[config.mk]
export PLATFORM = sky130hd
export DESIGN_NAME = serial_edge_scan_ctrl
export DESIGN_NICKNAME = d
export VERILOG_FILES = /design/src/rtl/seq_scan_pkg.sv /design/src/rtl/edge01_10_fsm.sv /design/src/rtl/serial_edge_scan_ctrl.sv
export SDC_FILE = /design/constraint.sdc
export NUM_CORES = 1
export LEC_CHECK = 0
export ABC_CLOCK_PERIOD_IN_PS = 3010
export CAP_MARGIN = 20
export CORE_MARGIN = 2
export CORE_UTILIZATION = 51
export DETAILED_ROUTE_END_ITERATION = 16
export PLACE_DENSITY = 0.74
export SLEW_MARGIN = 20
export SYNTH_ARGS = -nofsm -noshare
export SYNTH_HDL_FRONTEND = slang
export SYNTH_SLANG_ARGS = --single-unit
[constraint.sdc]
create_clock -name clk -period 3.01 [get_ports clk]
set_clock_uncertainty 0.05 [all_clocks]
set_input_delay 0.602 -clock clk [delete_from_list [all_inputs] [get_ports clk]]
set_output_delay 0.602 -clock clk [all_outputs]
set_load 0.1 [all_outputs]
[src/rtl/seq_scan_pkg.sv]
// -----------------------------------------------------------------------------
// seq_scan_pkg
//  Shared definitions for the serial edge scanner:
//   - one-hot encodings for the controller (IDLE/SHIFT/DONE)
//   - one-hot encodings for the edge detector (RST/SEEN0/SEEN1)
//   - cnt_width(): number of bits needed to hold a count of 0..width
// -----------------------------------------------------------------------------
package seq_scan_pkg;

   // Controller one-hot encodings, also visible on the debug state port
   localparam logic [2:0] IDLE  = 3'b001;
   localparam logic [2:0] SHIFT = 3'b010;
   localparam logic [2:0] DONE  = 3'b100;

   typedef enum logic [2:0] {
      ST_IDLE  = IDLE,
      ST_SHIFT = SHIFT,
      ST_DONE  = DONE
   } ctrl_state_t;

   // Detector one-hot encodings: RST means "no previous bit known"
   typedef enum logic [2:0] {
      DET_RST   = 3'b001,
      DET_SEEN0 = 3'b010,
      DET_SEEN1 = 3'b100
   } det_state_t;

   // A counter that must reach the value 'width' needs clog2(width+1) bits
   function automatic int cnt_width(input int width);
      return $clog2(width + 1);
   endfunction

endpackage

[src/rtl/edge01_10_fsm.sv]
// -----------------------------------------------------------------------------
// edge01_10_fsm
//  Three-state one-hot Mealy detector for 0->1 and 1->0 transitions on a
//  serial bit stream. The state remembers the previous bit (SEEN0/SEEN1) or
//  that no previous bit exists (RST); the outputs compare that memory with
//  the current bit combinationally.
//
// Ports
//  clk   in   posedge clock
//  rst   in   asynchronous active-high reset, returns to RST
//  clr   in   synchronous clear back to RST (forget history)
//  en    in   advance on this cycle's bit; outputs are forced low when 0
//  x     in   current serial bit
//  y     out  an edge (either direction) is seen on this cycle's bit
//  rise  out  the edge seen is 0->1
// -----------------------------------------------------------------------------
module edge01_10_fsm
   import seq_scan_pkg::*;
(
   input  logic clk,
   input  logic rst,
   input  logic clr,
   input  logic en,
   input  logic x,
   output logic y,
   output logic rise
);

   det_state_t state;
   logic       state_ok;

   assign state_ok = state inside {DET_RST, DET_SEEN0, DET_SEEN1};

   // History register. clr wins over en so a new word can drop history on
   // the same edge it is loaded; a corrupted encoding falls back to RST
   // because no trustworthy previous bit exists.
   always_ff @(posedge clk or posedge rst) begin
      if (rst) begin
         state <= DET_RST;
      end else if (clr || !state_ok) begin
         state <= DET_RST;
      end else if (en) begin
         state <= x ? DET_SEEN1 : DET_SEEN0;
      end
   end

   // Mealy outputs: an edge exists only when a previous bit is known and
   // differs from the current one.
   always_comb begin
      y    = 1'b0;
      rise = 1'b0;
      if (en) begin
         case (state)
            DET_SEEN0: begin
               y    = x;
               rise = x;
            end
            DET_SEEN1: begin
               y    = ~x;
            end
            default: begin
               y    = 1'b0;
               rise = 1'b0;
            end
         endcase
      end
   end

endmodule

[src/rtl/serial_edge_scan_ctrl.sv]
// -----------------------------------------------------------------------------
// serial_edge_scan_ctrl
//  Accepts a parallel word over a valid/ready handshake, shifts it out
//  MSB-first through a Mealy edge detector, counts the edges and returns
//  the count over a second valid/ready handshake. A one-hot controller
//  (IDLE -> SHIFT -> DONE) sequences the work. With 'chain' set on a word
//  and a previous word completed, the first bit is compared against the
//  last bit of that previous word.
//
// Build option
//  SCAN_SPLIT_CNT_EN : adds rise_cnt / fall_cnt ports counting 0->1 and
//                      1->0 edges separately (edge_cnt is their sum).
//
// Ports
//  clk, rst    posedge clock, asynchronous active-high reset
//  in_valid    word offered          in_ready   word can be taken (IDLE)
//  in_data     word, MSB first       chain      keep history for this word
//  out_valid   result held (DONE)    out_ready  consumer takes result
//  edge_cnt    edges in the word
//  ser_bit     bit presented to the detector
//  edge_pulse  detector Mealy output
//  curr_state  controller state (debug)
//  rise_cnt    0->1 edges (option)   fall_cnt   1->0 edges (option)
// -----------------------------------------------------------------------------
module serial_edge_scan_ctrl
   import seq_scan_pkg::*;
#(
   parameter int WIDTH = 8,
   parameter int CNT_W = cnt_width(WIDTH)
) (
   input  logic             clk,
   input  logic             rst,
   input  logic             in_valid,
   output logic             in_ready,
   input  logic [WIDTH-1:0] in_data,
   input  logic             chain,
   output logic             out_valid,
   input  logic             out_ready,
   output logic [CNT_W-1:0] edge_cnt,
   output logic             ser_bit,
   output logic             edge_pulse,
`ifdef SCAN_SPLIT_CNT_EN
   output logic [CNT_W-1:0] rise_cnt,
   output logic [CNT_W-1:0] fall_cnt,
`endif
   output logic [2:0]       curr_state
);

   localparam int             IDX_W    = (WIDTH > 1) ? $clog2(WIDTH) : 1;
   localparam logic [IDX_W-1:0] LAST_IDX = IDX_W'(WIDTH - 1);

   ctrl_state_t      state;
   logic [WIDTH-1:0] shreg;
   logic [IDX_W-1:0] bit_idx;
   logic             hist_vld;
   logic             state_ok;
   logic             det_clr;
   logic             det_en;
   logic             det_y;
   logic             det_rise;
   logic             fall_pulse;
   logic [CNT_W-1:0] edge_inc;

   assign curr_state = state;
   assign ser_bit    = shreg[WIDTH-1];
   assign state_ok   = state inside {ST_IDLE, ST_SHIFT, ST_DONE};

   // The detector only advances while bits are being presented. History is
   // dropped when a word is accepted without chaining (or with nothing to
   // chain to), and whenever the controller encoding is corrupted.
   assign det_en  = (state == ST_SHIFT);
   assign det_clr = !state_ok ||
                    ((state == ST_IDLE) && in_valid && !(chain && hist_vld));

   edge01_10_fsm u_detector (
      .clk  (clk),
      .rst  (rst),
      .clr  (det_clr),
      .en   (det_en),
      .x    (ser_bit),
      .y    (det_y),
      .rise (det_rise)
   );

   // Split the detector output into its two directions; the total is the
   // sum of both so edge_cnt always equals rise + fall.
   assign edge_pulse = det_y;
   assign fall_pulse = det_y & ~det_rise;
   assign edge_inc   = CNT_W'(det_rise) + CNT_W'(fall_pulse);

   // Controller, shift register, bit index and counters. in_ready and
   // out_valid are registered alongside the state so they change on the
   // same edge as the state they describe.
   always_ff @(posedge clk or posedge rst) begin
      if (rst) begin
         state     <= ST_IDLE;
         in_ready  <= 1'b1;
         out_valid <= 1'b0;
         shreg     <= '0;
         bit_idx   <= '0;
         edge_cnt  <= '0;
         hist_vld  <= 1'b0;
`ifdef SCAN_SPLIT_CNT_EN
         rise_cnt  <= '0;
         fall_cnt  <= '0;
`endif
      end else begin
         case (state)
            ST_IDLE: begin
               if (in_valid) begin
                  shreg     <= in_data;
                  bit_idx   <= '0;
                  edge_cnt  <= '0;
`ifdef SCAN_SPLIT_CNT_EN
                  rise_cnt  <= '0;
                  fall_cnt  <= '0;
`endif
                  state     <= ST_SHIFT;
                  in_ready  <= 1'b0;
               end
            end
            ST_SHIFT: begin
               shreg    <= {shreg[WIDTH-2:0], 1'b0};
               bit_idx  <= bit_idx + IDX_W'(1);
               edge_cnt <= edge_cnt + edge_inc;
`ifdef SCAN_SPLIT_CNT_EN
               rise_cnt <= rise_cnt + CNT_W'(det_rise);
               fall_cnt <= fall_cnt + CNT_W'(fall_pulse);
`endif
               if (bit_idx == LAST_IDX) begin
                  state     <= ST_DONE;
                  out_valid <= 1'b1;
                  hist_vld  <= 1'b1;
               end
            end
            ST_DONE: begin
               // No bypass: a word offered now is taken on the IDLE cycle
               if (out_ready) begin
                  state     <= ST_IDLE;
                  out_valid <= 1'b0;
                  in_ready  <= 1'b1;
               end
            end
            default: begin
               state     <= ST_IDLE;
               in_ready  <= 1'b1;
               out_valid <= 1'b0;
               hist_vld  <= 1'b0;
            end
         endcase
      end
   end

endmodule

Word-level counts from Yosys, hierarchy flattened

Cells that the tools add are included.

Register bits: 24
Bits in latches: 0
Memory bits (writable): 0
Bits in read-only memories: 0
Input port bits: 13
Output and inout bits: 11
Word-level logic and storage cells: 69
Memories: 0

$add $sub $neg: 3
Multipliers: 0
Divide/modulo/power cells: 0
Order comparisons: 0
Equal/unequal tests: 10
Shift operators: 0
Mux-type cells: 24
Bitwise operators: 6
Reductions and logical operators: 18

Operators by type and width:

| operator            | count |
|---|---|
| $mux 3              | 7 |
| $pmux 8 s2          | 1 |
| $eq 3x3->1 const B  | 3 |
| $pmux 3 s3          | 1 |
| $reduce_and 3->1    | 3 |
| $mux 8              | 1 |
| $pmux 4 s2          | 1 |
| $mux 1              | 7 |
| $eq 3x1->1 const B  | 2 |
| $eq 3x2->1 const B  | 2 |
| $pmux 1 s3          | 2 |
| $pmux 3 s2          | 1 |
| $reduce_bool 3->1   | 2 |
| $not 1->1           | 5 |
| $add 4x2->4         | 1 |
| $mux 4              | 1 |
| $ne 2x2->1 const B  | 2 |
| $pmux 1 s2          | 2 |
| $reduce_and 2->1    | 2 |
| $reduce_bool 2->1   | 2 |
| $add 3x1->3 const B | 1 |
| $logic_and 1x1->1   | 3 |
| $logic_not 1->1     | 3 |
| $add 1x1->2         | 1 |
| other kinds (4)     | 5 |

Depth between registers and ports, before layout

Depth after elaboration: 8
Mapped depth: 8
Depth with buffers taken out: 6

By module

A second synthesis with hierarchy kept.

Cell total of the unflattened synthesis: 130
Area, all modules: 1,270.0 um^2

Modules (own cells, without submodules):

| module                | times used | cells an instance | area an instance (um^2) | seq. area each (um^2) |
|---|---|---|---|---|
| serial_edge_scan_ctrl | 1          | 105               | 1,051.0                 | 528.0 |
| edge01_10_fsm         | 1          | 25                | 219.0                   | 76.3 |

Least setup slack after synthesis

OpenSTA, ideal clock, no wires.

Path kind: register to output
From: reg state[1], in the netlist curr_state[1]
To: out edge_pulse
Arrival: 3.739 ns
Data required time: 2.358 ns
Slack: -1.381 ns
Stages on the path, launching flop included: 5
Buffers on the path: 2
Cells stage by stage: dfrtp_1 or3b_1 buf_2 buf_2 nor3_1

Cells in the longest elaborated chain, start to end: 2

RTL lines:

| element                | line                         | text |
|---|---|---|
| start, declared        | serial_edge_scan_ctrl.sv:52  | `ctrl_state_t state;` |
| start signal, assigned | serial_edge_scan_ctrl.sv:96  | `state <= ST_IDLE;` |
| start signal, assigned | serial_edge_scan_ctrl.sv:118 | `state <= ST_SHIFT;` |
| start signal, assigned | serial_edge_scan_ctrl.sv:131 | `state <= ST_DONE;` |
| $eq 3x2->1             | serial_edge_scan_ctrl.sv:71  | `assign det_en = (state == ST_SHIFT);` |
| $mux 1                 | edge01_10_fsm.sv:52          | `if (en) begin` |
| end, declared          | serial_edge_scan_ctrl.sv:41  | `output logic edge_pulse,` |

Every way passes these cells.

Final worst setup path

From: reg state[2], in the netlist curr_state[2]
To: out edge_pulse

The elaborated chain is that of the path after synthesis.

==> results.toml <==
[route]
ant_nets = 0
drc_errors = 0
wl_per_cell_um = 14.89
wirelength_um = 2636
via_per_inst = 5.864
drt-initial-drc-count = 14
drt_first_pass_iters = 4
vias = 1038

[critical_path]
start_kind = "flip-flop"
crit_fanout = 13
reg2reg_depth = 6
cp_data_required_time_ns = 2.36
cp_top_family = "simple AND/OR/NAND/NOR gates"
regToRegStartpoint = "curr_state[2]"
reg2reg_to = "edge_cnt[2]"
cp_cell_sequence = "or3b_1, nor3_4, buf_12"
slowest_stage = "or3b_1"
critPathKind = "flip-flop to output port"
rrSetupSlack_ns = 0.77
end_kind = "output port"
worst-path-buf-inv = 1
cpPeakStageDelay_ns = 0.55
cp.arrival_ns = 1.80

[layout]
nNetsFinal = 165
syn_to_final_growth_pct = 21.67
final_cell_mix = "dfrtp_1 (20), nand2_1 (16), clkdlybuf4s50_1 (12), buf_4 (12), o22a_1 (9)"
antennaDiodeCount = 0
finalNonFillerCells = 177
layout-drive-gt1-share = 0.1905
final_util = 0.6468
layout_commonest_cell = "dfrtp_1"
finalInstanceArea_mm2 = 0.001588

[power_and_ir_drop]
power.leakage_nw = 0.6791
fin_total_pwr_mw = 1.312
power_density_mw_per_mm2 = 826.4
ir_drop_uv = 629.2

[yosys]
synth_fp_nets = 144
syn_area_mm2 = 0.001305
ys.flop_type = "dfrtp_1"
netlist_instances = 127
synth_async_sr_flop_share = 1.000
ys_types = 41
avgSynthCellArea_um2 = 10.28
synth_edf_count = 0
yosysSeqAreaShare = 0.4631
yosys_warnings = 0
ys_ff_latch = 24

[global_routing]
grt_pass1_vias = 998
gr-usage-all-layers = 0.2079
grt_pass1_wl_um = 4457
antenna_found_initial = 0
grt_start_max_net_pins = 25
grt_overflow = 0

[clocking]
insertion_delay_ns = 0.31
cts-resized-gates = 0
clk_pin_slew_ns = 0.14
cts_hold_buf = 0
htreeDepth = 1
cts_buffer_depth = 2
post-cts-setup-buffers = 0
tritoncts = "done"
cts_buffers = 3
clkSinkCount = 24
root_buffer = "clkbuf_4"

[placed_design]
pre_cts_ws_ns = 0.5676
dpl.cell_count = 173
dp_hpwl_um = 1927
dpl_cell_area_mm2 = 0.001535
place_congestion = 0.7843
io_buffer_count = 23

[floorplan]
row_count = 18
die-area_mm2 = 0.002980
coreArea_mm2 = 0.002455
die-height_um = 54.59
die_w_um = 54.59
io_pins = 24
initial_core_util = 0.5316

[timing]
slew_headroom = 0.5512
rsz0062_at_grt = "false"
finalSetupViolations = 0
min_period_ns = 2.454
period_share = 0.8154
setup_slack_ns = 0.5557
hold_viol = 0
fmax_mhz = 407.4
finalMaxSlewViolations = 0
fin_setup_tns_ns = 0
worst_pin_slew_ns = 0.6694
holdWs_ns = 0.4428

[outcome]
outcome = "complete, no violations"

[hold_path]
hp-class = "flip-flop to flip-flop"
min_to = "edge_cnt[3]"
hp-start = "edge_cnt[3]"
hold_depth = 1

[run]
maxCapViolCount = 0
-- kinds of logic after synthesis --
group,after synthesis,synth area share
AOI/OAI and AO/OA,35,0.1966
xor gates and xnor gates,1,0.006713
adders and majority gates,4,0.04411
buffers and inverters,13,0.04985
DFF,24,0.4631
muxes,1,0.007670
and+or+nand+nor,49,0.2320
-- Yosys cell counts, types with 2 or more instances --
master,instances,area share
nand2b_1,5,0.024
inv_1,4,0.012
a21oi_1,5,0.019
nor2_1,3,0.0086
nand2_1,16,0.046
o22a_1,9,0.060
nand3_1,7,0.027
nor3_1,2,0.0077
o21ai_0,4,0.015
o31a_1,2,0.013
a31oi_1,2,0.0096
ha_1,3,0.029
buf_2,4,0.015
clkbuf_1,2,0.0058
nor3b_2,2,0.019
o21a_1,6,0.035
or3b_1,2,0.013
dfstp_2,3,0.060
a211oi_1,2,0.012
dfrtp_1,21,0.40
nor4_1,3,0.014
-- worst max path at each step --
stage | start | endpoint | slack [ns] | depth (start not counted)
2_1_floorplan | curr_state[2] | edge_pulse | 0.06 | 4
3_3_place_gp | in_valid | shreg[6] | 0.69 | 4
3_5_place_dp | in_valid | shreg[3] | 0.57 | 4
4_1_cts | curr_state[2] | edge_pulse | 0.56 | 3
5_1_grt | curr_state[2] | edge_pulse | 0.46 | 3
6_report | curr_state[2] | edge_pulse | 0.56 | 3
-- final cells by class --
type	count	area (um^2)
multi-input combinational	90	646.9
inverter	4	15.01
tap	30	37.54
clock buffer	3	22.52
fill	215	867.1
clock inverter	1	30.03
timing repair buffer	25	230.2
sequential	24	605.6
-- sequential cells by signal (all words and copies together) (netlist names) --
register / flops
bit_idx: 3
curr_state: 3
edge_cnt: 4
hist_vld: 1
in_ready: 1
out_valid: 1
shreg: 8
u_detector.state: 3
-- power breakdown --
group | total [mW] | internal, mW | switching [mW]
clock network | 0.233 | 0.135 | 0.0983
logic | 0.548 | 0.183 | 0.365
registers | 0.531 | 0.422 | 0.109
total | 1.31 | 0.740 | 0.573
-- worst register-to-register path, stage by stage, from the launching register on --
cell	delay, ns
dfrtp_1	0.54
or3b_1	0.55
nor4_2	0.30
fa_1	0.27
ha_1	0.18
a21oi_1	0.06
a21o_1	0.19
-- metal layers --
| layer | up-vias | GRT usage | part of all wire |
|---|---|---|---|
| met5 | - | 0 | 0 |
| li1 | 506 | - | - |
| met1 | 506 | 0.2759 | 0.45 |
| met3 | 2 | 0.03279 | 0.036 |
| met4 | 0 | 0.05000 | 0.0046 |
| met2 | 24 | 0.3532 | 0.51 |
No activity file was read; power rests on OpenSTA's default activity.
